`src/rtl/axis_pattern_pkg.sv`:
```
// ---------------------------------------------------------------------------
// axis_pattern_pkg
//   Shared definitions for the AXI4-Stream pattern source:
//     - default widths, lane count and byte-per-lane constants
//     - FSM state encoding (IDLE, RUN, DONE)
//     - keep_for_count(n): byte-enable mask with the low n lanes enabled
// ---------------------------------------------------------------------------
package axis_pattern_pkg;

    localparam int unsigned AXIS_TDATA_WIDTH_DEF = 512;
    localparam int unsigned ELEM_WIDTH_DEF       = 32;
    localparam int unsigned LENGTH_WIDTH_DEF     = 32;
    localparam int unsigned LANES                = AXIS_TDATA_WIDTH_DEF / ELEM_WIDTH_DEF;
    localparam int unsigned ELEM_BYTES           = ELEM_WIDTH_DEF / 8;
    localparam int unsigned KEEP_W               = AXIS_TDATA_WIDTH_DEF / 8;

    typedef enum logic [1:0] {
        ST_IDLE = 2'd0,
        ST_RUN  = 2'd1,
        ST_DONE = 2'd2
    } state_e;

    // Byte-enable mask covering the low n lanes (n is clipped by the caller to LANES).
    function automatic logic [KEEP_W-1:0] keep_for_count(input logic [31:0] n);
        logic [KEEP_W-1:0] mask;
        mask = '0;
        for (int b = 0; b < int'(KEEP_W); b++) begin
            if (32'(b) < (n * 32'(ELEM_BYTES))) begin
                mask[b] = 1'b1;
            end else begin
                mask[b] = 1'b0;
            end
        end
        return mask;
    endfunction

endpackage

```
`src/rtl/axis_pattern_if.sv`:
```
// ---------------------------------------------------------------------------
// axis_pattern_if
//   AXI4-Stream bundle (tvalid/tready/tdata/tkeep/tlast).
//   master modport: drives tvalid, tdata, tkeep, tlast; samples tready.
//   slave  modport: the mirror image.
// ---------------------------------------------------------------------------
interface axis_pattern_if #(
    parameter int unsigned DATA_W = 512
) ();
    logic                  tvalid;
    logic                  tready;
    logic [DATA_W-1:0]     tdata;
    logic [DATA_W/8-1:0]   tkeep;
    logic                  tlast;

    modport master (
        output tvalid,
        output tdata,
        output tkeep,
        output tlast,
        input  tready
    );

    modport slave (
        input  tvalid,
        input  tdata,
        input  tkeep,
        input  tlast,
        output tready
    );
endinterface

```
`src/rtl/axis_pattern_skid_buffer.sv`:
```
// ---------------------------------------------------------------------------
// axis_pattern_skid_buffer
//   2-entry AXI4-Stream register slice. s_ready depends only on local state,
//   so there is no combinational path from m_ready back to the producer.
//   Full throughput (1 beat/cycle) with m_ready held high.
// Ports
//   aclk, aresetn        clock, asynchronous active-low reset
//   s_valid/s_ready/s_payload   upstream side (payload = {tdata, tkeep, tlast})
//   m_valid/m_ready/m_payload   downstream side, all outputs registered
// ---------------------------------------------------------------------------
module axis_pattern_skid_buffer #(
    parameter int unsigned PAY_W = 577
) (
    input  logic             aclk,
    input  logic             aresetn,
    input  logic             s_valid,
    output logic             s_ready,
    input  logic [PAY_W-1:0] s_payload,
    output logic             m_valid,
    input  logic             m_ready,
    output logic [PAY_W-1:0] m_payload
);
    logic             out_valid_r;
    logic             skid_valid_r;
    logic [PAY_W-1:0] out_pay_r;
    logic [PAY_W-1:0] skid_pay_r;

    // Upstream may push only while the spare entry is empty.
    assign s_ready   = !skid_valid_r;
    assign m_valid   = out_valid_r;
    assign m_payload = out_pay_r;

    // Output entry refills from the spare first, then from upstream; a stalled
    // output parks the incoming beat in the spare entry.
    always_ff @(posedge aclk or negedge aresetn) begin
        if (!aresetn) begin
            out_valid_r  <= 1'b0;
            skid_valid_r <= 1'b0;
            out_pay_r    <= '0;
            skid_pay_r   <= '0;
        end else if (!out_valid_r || m_ready) begin
            if (skid_valid_r) begin
                out_pay_r    <= skid_pay_r;
                out_valid_r  <= 1'b1;
                skid_valid_r <= 1'b0;
            end else if (s_valid) begin
                out_pay_r    <= s_payload;
                out_valid_r  <= 1'b1;
            end else begin
                out_valid_r  <= 1'b0;
            end
        end else begin
            if (s_valid && !skid_valid_r) begin
                skid_pay_r   <= s_payload;
                skid_valid_r <= 1'b1;
            end else begin
                skid_valid_r <= skid_valid_r;
            end
        end
    end
endmodule

```
`src/rtl/rtl_kernel_wizard_1_axis_pattern_source.sv`:
```
// ---------------------------------------------------------------------------
// rtl_kernel_wizard_1_axis_pattern_source
//   AXI4-Stream pattern generator feeding the float adder s_axis input.
//   A start pulse in IDLE latches length/seed and emits ceil(length/LANES)
//   beats; lane j of beat k = seed + k*LANES + j (wrapping). The final beat
//   carries tlast and a keep mask covering only the valid lanes.
// Configuration macro
//   AXIS_PATTERN_SOURCE_SKID_EN : route the output through a 2-entry skid
//   buffer (no combinational tready path, first beat 2 cycles after start).
//   Undefined: single output register, first beat 1 cycle after start.
// Ports
//   aclk, aresetn        clock, asynchronous active-low reset
//   ctrl_start           start pulse, honoured only in IDLE
//   ctrl_length          element count (latched on accepted start)
//   ctrl_seed            value of element 0 (latched on accepted start)
//   ctrl_busy            high from accepted start until DONE ends
//   ctrl_done            1-cycle pulse after the final beat handshake
//   m_axis               AXI4-Stream master (tvalid/tready/tdata/tkeep/tlast)
// ---------------------------------------------------------------------------
module rtl_kernel_wizard_1_axis_pattern_source
    import axis_pattern_pkg::*;
#(
    parameter int unsigned C_AXIS_TDATA_WIDTH = AXIS_TDATA_WIDTH_DEF,
    parameter int unsigned C_ELEM_WIDTH       = ELEM_WIDTH_DEF,
    parameter int unsigned C_LENGTH_WIDTH     = LENGTH_WIDTH_DEF
) (
    input  logic                      aclk,
    input  logic                      aresetn,
    input  logic                      ctrl_start,
    input  logic [C_LENGTH_WIDTH-1:0] ctrl_length,
    input  logic [C_ELEM_WIDTH-1:0]   ctrl_seed,
    output logic                      ctrl_busy,
    output logic                      ctrl_done,
    axis_pattern_if.master            m_axis
);
    localparam int unsigned LANES_L      = C_AXIS_TDATA_WIDTH / C_ELEM_WIDTH;
    localparam int unsigned KEEP_BYTES_L = C_AXIS_TDATA_WIDTH / 8;
    // One extra bit keeps length + LANES-1 and the element index from overflowing.
    localparam int unsigned IDX_W        = C_LENGTH_WIDTH + 1;

    typedef logic [C_ELEM_WIDTH-1:0] elem_t;
    typedef logic [IDX_W-1:0]        idx_t;
    typedef logic [KEEP_BYTES_L-1:0] keep_t;

    state_e                        state_r;
    idx_t                          len_r;
    idx_t                          nbeats_r;
    idx_t                          beat_r;
    idx_t                          elem_r;
    elem_t                         val_r;
    logic                          busy_r;
    logic                          done_r;
    logic                          gen_valid_r;
    logic [C_AXIS_TDATA_WIDTH-1:0] gen_data_r;
    keep_t                         gen_keep_r;
    logic                          gen_last_r;

    logic                          gen_ready_s;
    logic                          out_valid_s;
    logic                          out_ready_s;
    logic                          out_last_s;

    idx_t                          start_len_s;
    idx_t                          start_nbeats_s;
    idx_t                          nxt_len_s;
    idx_t                          nxt_nbeats_s;
    idx_t                          nxt_beat_s;
    idx_t                          nxt_elem_s;
    idx_t                          remain_s;
    elem_t                         nxt_val_s;
    logic [31:0]                   lane_cnt_s;
    logic [C_AXIS_TDATA_WIDTH-1:0] nxt_data_s;
    keep_t                         nxt_keep_s;
    logic                          nxt_last_s;

    assign ctrl_busy = busy_r;
    assign ctrl_done = done_r;

    // Zero-extended length and ceil(length/LANES) for the start latch.
    always_comb begin
        start_len_s    = idx_t'(ctrl_length);
        start_nbeats_s = (start_len_s + idx_t'(LANES_L - 1)) / idx_t'(LANES_L);
    end

    // Content of the next beat to present: beat 0 from the control inputs
    // while idle, otherwise the successor of the beat currently held.
    always_comb begin
        if (state_r == ST_IDLE) begin
            nxt_len_s    = start_len_s;
            nxt_nbeats_s = start_nbeats_s;
            nxt_beat_s   = '0;
            nxt_elem_s   = '0;
            nxt_val_s    = ctrl_seed;
        end else begin
            nxt_len_s    = len_r;
            nxt_nbeats_s = nbeats_r;
            nxt_beat_s   = beat_r + idx_t'(1);
            nxt_elem_s   = elem_r + idx_t'(LANES_L);
            nxt_val_s    = val_r + elem_t'(LANES_L);
        end
        remain_s = nxt_len_s - nxt_elem_s;
        if (remain_s >= idx_t'(LANES_L)) begin
            lane_cnt_s = 32'(LANES_L);
        end else begin
            lane_cnt_s = 32'(remain_s);
        end
        nxt_data_s = '0;
        for (int j = 0; j < int'(LANES_L); j++) begin
            nxt_data_s[j*C_ELEM_WIDTH +: C_ELEM_WIDTH] = nxt_val_s + elem_t'(j);
        end
        nxt_keep_s = keep_t'(keep_for_count(lane_cnt_s));
        nxt_last_s = (nxt_beat_s == (nxt_nbeats_s - idx_t'(1)));
    end

`ifdef AXIS_PATTERN_SOURCE_SKID_EN
    localparam int unsigned PAY_W = C_AXIS_TDATA_WIDTH + KEEP_BYTES_L + 1;

    logic             skid_valid_s;
    logic [PAY_W-1:0] skid_pay_s;

    axis_pattern_skid_buffer #(
        .PAY_W (PAY_W)
    ) u_skid (
        .aclk      (aclk),
        .aresetn   (aresetn),
        .s_valid   (gen_valid_r),
        .s_ready   (gen_ready_s),
        .s_payload ({gen_data_r, gen_keep_r, gen_last_r}),
        .m_valid   (skid_valid_s),
        .m_ready   (m_axis.tready),
        .m_payload (skid_pay_s)
    );

    assign m_axis.tvalid = skid_valid_s;
    assign m_axis.tdata  = skid_pay_s[PAY_W-1 -: C_AXIS_TDATA_WIDTH];
    assign m_axis.tkeep  = skid_pay_s[KEEP_BYTES_L:1];
    assign m_axis.tlast  = skid_pay_s[0];
    assign out_valid_s   = skid_valid_s;
    assign out_last_s    = skid_pay_s[0];
`else
    assign gen_ready_s   = m_axis.tready;
    assign m_axis.tvalid = gen_valid_r;
    assign m_axis.tdata  = gen_data_r;
    assign m_axis.tkeep  = gen_keep_r;
    assign m_axis.tlast  = gen_last_r;
    assign out_valid_s   = gen_valid_r;
    assign out_last_s    = gen_last_r;
`endif
    assign out_ready_s = m_axis.tready;

    // Control FSM plus the generator output register.
    // DONE holds done_r for exactly one cycle; a zero-length job enters DONE
    // with done_r low so busy spans two cycles around its single done pulse.
    always_ff @(posedge aclk or negedge aresetn) begin
        if (!aresetn) begin
            state_r     <= ST_IDLE;
            len_r       <= '0;
            nbeats_r    <= '0;
            beat_r      <= '0;
            elem_r      <= '0;
            val_r       <= '0;
            busy_r      <= 1'b0;
            done_r      <= 1'b0;
            gen_valid_r <= 1'b0;
            gen_data_r  <= '0;
            gen_keep_r  <= '0;
            gen_last_r  <= 1'b0;
        end else begin
            case (state_r)
                ST_IDLE: begin
                    done_r <= 1'b0;
                    if (ctrl_start) begin
                        len_r    <= start_len_s;
                        nbeats_r <= start_nbeats_s;
                        busy_r   <= 1'b1;
                        if (start_len_s == idx_t'(0)) begin
                            state_r <= ST_DONE;
                        end else begin
                            state_r     <= ST_RUN;
                            gen_valid_r <= 1'b1;
                            gen_data_r  <= nxt_data_s;
                            gen_keep_r  <= nxt_keep_s;
                            gen_last_r  <= nxt_last_s;
                            beat_r      <= nxt_beat_s;
                            elem_r      <= nxt_elem_s;
                            val_r       <= nxt_val_s;
                        end
                    end else begin
                        busy_r <= 1'b0;
                    end
                end
                ST_RUN: begin
                    if (gen_valid_r && gen_ready_s) begin
                        if (gen_last_r) begin
                            gen_valid_r <= 1'b0;
                            gen_data_r  <= '0;
                            gen_keep_r  <= '0;
                            gen_last_r  <= 1'b0;
                        end else begin
                            gen_valid_r <= 1'b1;
                            gen_data_r  <= nxt_data_s;
                            gen_keep_r  <= nxt_keep_s;
                            gen_last_r  <= nxt_last_s;
                            beat_r      <= nxt_beat_s;
                            elem_r      <= nxt_elem_s;
                            val_r       <= nxt_val_s;
                        end
                    end else begin
                        gen_valid_r <= gen_valid_r;
                    end
                    // Completion is judged at the stream output, after any buffering.
                    if (out_valid_s && out_ready_s && out_last_s) begin
                        state_r <= ST_DONE;
                        done_r  <= 1'b1;
                    end else begin
                        done_r  <= 1'b0;
                    end
                end
                ST_DONE: begin
                    if (done_r) begin
                        done_r  <= 1'b0;
                        busy_r  <= 1'b0;
                        state_r <= ST_IDLE;
                    end else begin
                        done_r  <= 1'b1;
                    end
                end
                default: begin
                    state_r     <= ST_IDLE;
                    busy_r      <= 1'b0;
                    done_r      <= 1'b0;
                    gen_valid_r <= 1'b0;
                end
            endcase
        end
    end
endmodule
```
`src/flat_wrapper.sv`:
```
// flat-port wrapper written by rule: the top's interface ports become plain ports
module rtl_kernel_wizard_1_axis_pattern_source_flat import axis_pattern_pkg::*;
#(
    parameter int unsigned C_AXIS_TDATA_WIDTH = AXIS_TDATA_WIDTH_DEF,
    parameter int unsigned C_ELEM_WIDTH       = ELEM_WIDTH_DEF,
    parameter int unsigned C_LENGTH_WIDTH     = LENGTH_WIDTH_DEF
)
  (aclk, aresetn, ctrl_start, ctrl_length, ctrl_seed, ctrl_busy, ctrl_done, m_axis_tvalid, m_axis_tdata, m_axis_tkeep, m_axis_tlast, m_axis_tready);
  axis_pattern_if m_axis_i ();
  input  logic aclk;
  input  logic aresetn;
  input  logic ctrl_start;
  input  logic [C_LENGTH_WIDTH-1:0] ctrl_length;
  input  logic [C_ELEM_WIDTH-1:0] ctrl_seed;
  output logic ctrl_busy;
  output logic ctrl_done;
  output wire logic [$bits(m_axis_i.tvalid)-1:0] m_axis_tvalid;
  output wire logic [$bits(m_axis_i.tdata)-1:0] m_axis_tdata;
  output wire logic [$bits(m_axis_i.tkeep)-1:0] m_axis_tkeep;
  output wire logic [$bits(m_axis_i.tlast)-1:0] m_axis_tlast;
  input wire logic [$bits(m_axis_i.tready)-1:0] m_axis_tready;
  assign m_axis_tvalid = m_axis_i.tvalid;
  assign m_axis_tdata = m_axis_i.tdata;
  assign m_axis_tkeep = m_axis_i.tkeep;
  assign m_axis_tlast = m_axis_i.tlast;
  assign m_axis_i.tready = m_axis_tready;
  rtl_kernel_wizard_1_axis_pattern_source #(.C_AXIS_TDATA_WIDTH(C_AXIS_TDATA_WIDTH), .C_ELEM_WIDTH(C_ELEM_WIDTH), .C_LENGTH_WIDTH(C_LENGTH_WIDTH)) u_core (.aclk(aclk), .aresetn(aresetn), .ctrl_start(ctrl_start), .ctrl_length(ctrl_length), .ctrl_seed(ctrl_seed), .ctrl_busy(ctrl_busy), .ctrl_done(ctrl_done), .m_axis(m_axis_i));
endmodule
```
`config.mk`:
```
export PLATFORM = sky130hd
export DESIGN_NAME = rtl_kernel_wizard_1_axis_pattern_source_flat
export DESIGN_NICKNAME = d
export VERILOG_FILES = /design/src/rtl/axis_pattern_pkg.sv /design/src/rtl/axis_pattern_if.sv /design/src/rtl/axis_pattern_skid_buffer.sv /design/src/rtl/rtl_kernel_wizard_1_axis_pattern_source.sv /design/src/flat_wrapper.sv
export SDC_FILE = /design/constraint.sdc
export NUM_CORES = 2
export LEC_CHECK = 0
export CORE_ASPECT_RATIO = 0.5
export CORE_MARGIN = 2
export CORE_UTILIZATION = 40
export DETAILED_ROUTE_END_ITERATION = 12
export GPL_TIMING_DRIVEN = 0
export HOLD_SLACK_MARGIN = 0.03
export PLACE_DENSITY = 0.62
export SYNTH_ARGS = -nofsm -noshare
export SYNTH_HDL_FRONTEND = slang
export SYNTH_SLANG_ARGS = --single-unit
```
`constraint.sdc`:
```
create_clock -name aclk -period 7.6 [get_ports aclk]
set_input_delay 1.52 -clock aclk [delete_from_list [all_inputs] [get_ports aclk]]
set_output_delay 1.52 -clock aclk [all_outputs]
set_load 0.02 [all_outputs]
```
==> flow_metrics.tcl <==
set metrics [dict create \
    status "complete, but fails checks" \
    violations "max-capacitance violations, max-slew violations, negative setup slack" \
    grt_pass1_vias 37400 \
    syn_to_final_growth_pct 27.8 \
    antenna_found_initial 14 \
    yosysWarningCount 0 \
    cp.arrival_ns 8.13 \
    hpwl_um 159000 \
    yosysTopAreaCellShare_pct 42.6 \
    powerDensity_mw_per_mm2 157 \
    drc 0 \
    ys_ff_latch 659 \
    slew_headroom_pct -10.1 \
    min_from "u_core.m_axis.tdata[21]" \
    tns_ns -0.0174 \
    avgViaCountPerCell 6.09 \
    avgSynthCellArea_sq_um 8.72 \
    gr-usage-all-layers_pct 40.1 \
    port_buffers 632 \
    cts_tree "built" \
    path_clk_slew_ns 0.07 \
    syn-num-nets 4561 \
    dp.cells 6355 \
    synth_area_sq_mm 0.0387 \
    grt_pass1_wl_um 284000 \
    critPathCaptureType "flip-flop" \
    power_leakage_nw 20.4 \
    min_period_over_period_pct 100 \
    rows 80 \
    synthArstFlopShare_pct 100 \
    nFillCells 9074 \
    ys.flop_type "dfrtp_1" \
    die_w_um 444 \
    grt_overflow 0 \
    cp_num_buf_inv 7 \
    fp.coreArea_sq_mm 0.0957 \
    h-tree-depth 3 \
    synthCells 4440 \
    cts_made_buffers 67 \
    cap_viol_max_count 12 \
    worstMarginPinSlew_ns 1.64 \
    ios 648 \
    worstHoldPathType "flip-flop to flip-flop" \
    crit_chain "inv_1 > ha_4 > buf_6 > buf_4 > buf_6 > buf_8 > mux2i_1 > inv_1 > ha_1 > and2_1 > clkbuf_1 > a21oi_1 > nor2_1 > nand2_1 > nor2_1 > nand2_1 > o21bai_1 > o311ai_0" \
    crit_type "flip-flop to flip-flop" \
    crit_start "u_core.state_r[0]" \
    cpPeakStageDelay_ns 0.98 \
    postLayoutCellArea_sq_mm 0.0495 \
    synth_cell_type_count 94 \
    die_area_sq_mm 0.0995 \
    worstSkewPairLatency_ns 0.70 \
    drv_slew 73 \
    die_h_um 224 \
    ir_drop_uv 136 \
    vias 39500 \
    skew_ns 0.0478 \
    crit_fanout 28 \
    gp_congestion 1.06 \
    cts.sinks 659 \
    grt_max_degree 118 \
    hold_viol 0 \
    synth_area_leaders "dfrtp_1 (43%), nand2_1 (8.2%), xnor2_1 (7.1%)" \
    utilization_pct 51.7 \
    clockBufferDepth 3 \
    setup_viol 1 \
    rsz0062_at_grt "false" \
    yosysSeqAreaShare_pct 42.6 \
    startpoint_type "flip-flop" \
    clk_root_buffer_cell "clkbuf_16" \
    placed_area_sq_mm 0.0470 \
    final_common_cell "nand2_1" \
    fmax_ghz 0.131 \
    final_cells 6484 \
    layout_common_cells "nand2_1 (850), dfrtp_1 (659), clkdlybuf4s50_1 (631)" \
    r2r_start "u_core.state_r[0]" \
    post_drt_wl_per_cell_um 31.5 \
    critPathRequiredTime_ns 8.11 \
    cts_hold_repair.buffers 0 \
    synth_top_area_cell "dfrtp_1" \
    drt_first_pass_iters 6 \
    min_period_ns 7.62 \
    worst_slack_ns -0.0174 \
    cpMaxStageDelayCell "ha_1" \
    start_util_pct 40.5 \
    wirelength_um 204000 \
    drive_above_1_share_pct 7.88 \
    cp_top_family "buffers and inverters" \
    fin_nets 5274 \
    drtIter0Drc 5370 \
    drtAntennaViolNets 0 \
    synth_edf_count 0 \
]
-- path summary, 6_finish.rpt --
check                                      endpoint  cells past startpoint  slack, ns
setup / recovery           u_core.m_axis.tdata[315]                     18      -0.02
hold / removal              u_core.m_axis.tdata[21]                      2       0.47
setup reg to reg           u_core.m_axis.tdata[315]                     18      -0.02
hold reg to reg             u_core.m_axis.tdata[21]                      2       0.47
max in group asynchronous  u_core.m_axis.tdata[180]                      5       4.46
min in group asynchronous          u_core.len_r[15]                      1       0.72
-- sequential cells by signal, summed over array words and instances, names as in the netlist --
name / flops
u_core.m_axis.tdata: 478
u_core.beat_r: 33
u_core.elem_r: 33
u_core.len_r: 32
u_core.val_r: 32
u_core.nbeats_r: 29
u_core.m_axis.tkeep: 16
u_core.state_r: 2
u_core.ctrl_busy: 1
u_core.ctrl_done: 1
u_core.m_axis.tlast: 1
u_core.m_axis.tvalid: 1
-- tightest hold or removal path, cell delays in order (launching register included) --
cell and delay [ns]:
dfrtp_1 0.34, nand2_1 0.05, nand2_1 0.05
-- power by group --
part | leakage [nW] | switching, W | internal, W | total (W)
logic | 10.3 | 0.000342 | 0.000164 | 0.000506
clock network | 1.13 | 0.00162 | 0.00207 | 0.00368
registers | 8.98 | 0.0000337 | 0.00354 | 0.00357
-- through the flow --
stage               hold slack, ns  setup WS [ns]  power (W)
global placement             0.457         -25.93    0.00413
detailed placement           0.462          -4.08    0.00413
floorplan                    0.446          0.821    0.00382
global route                 0.503         0.0384    0.00793
CTS                          0.477         0.0289    0.00776
finish                       0.471        -0.0174    0.00776
-- kinds of logic after synthesis --
logic type | after synthesis | synth area share (%)
buffers and inverters | 449 | 5.36
adder cells (fa/ha/maj) | 53 | 1.73
AO/OA/AOI/OAI | 1015 | 16.6
multiplexers | 135 | 3.71
XOR/XNOR | 438 | 9.94
flip-flops | 659 | 42.6
AND/OR/NAND/NOR | 1691 | 20.1
-- layer usage --
metal,vias to the layer above,wire [um],global-route usage (%)
met2,2340,88700,60.2
met5,-,42,0
met3,479,22900,12.0
li1,16800,-,-
met4,6,10400,18.0
met1,19900,82400,53.3
-- synthesized netlist by cell type, types with 16 or more instances --
cell        n
dfrtp_1   659
nor4_1     53
a31oi_1    18
o21a_1     17
nand3_1   121
nor3_1    103
o21ai_0   447
nor2_1    263
and2_1     30
nand4_1    50
nand2_1   850
and4_1     18
nand2b_1   30
clkbuf_1  248
buf_4      86
a221o_1    16
ha_1       52
buf_1      38
mux2_2     68
nor2b_1    19
mux2i_1    67
or3_1      39
xor2_1    125
xnor2_1   312
inv_1      43
a211o_1    35
a21o_1     68
and3_1     27
a21oi_1   138
buf_2      24
or2_2      24
o31ai_1   100
-- final cells by class --
type                       instances  area (sq um)  area share (%)
multi-input combinational       3332         20300            41.0
sequential                       659         16500            33.3
timing repair buffer             649          6630            13.4
buffer                           397          1960            3.96
clock buffer                      95          1940            3.91
tap                             1271          1590            3.21
clock inverter                    26           388           0.783
inverter                          47           176           0.356
antenna                            8          20.0          0.0404
-- what timing repair did --
action | in CTS | in global routing
setup endpoints to repair | 47 | 129
pin swaps | 3 | 0
buffers inserted | 4 | 0
gates resized for setup | 37 | 8
No activity file was read; power rests on OpenSTA's default activity.
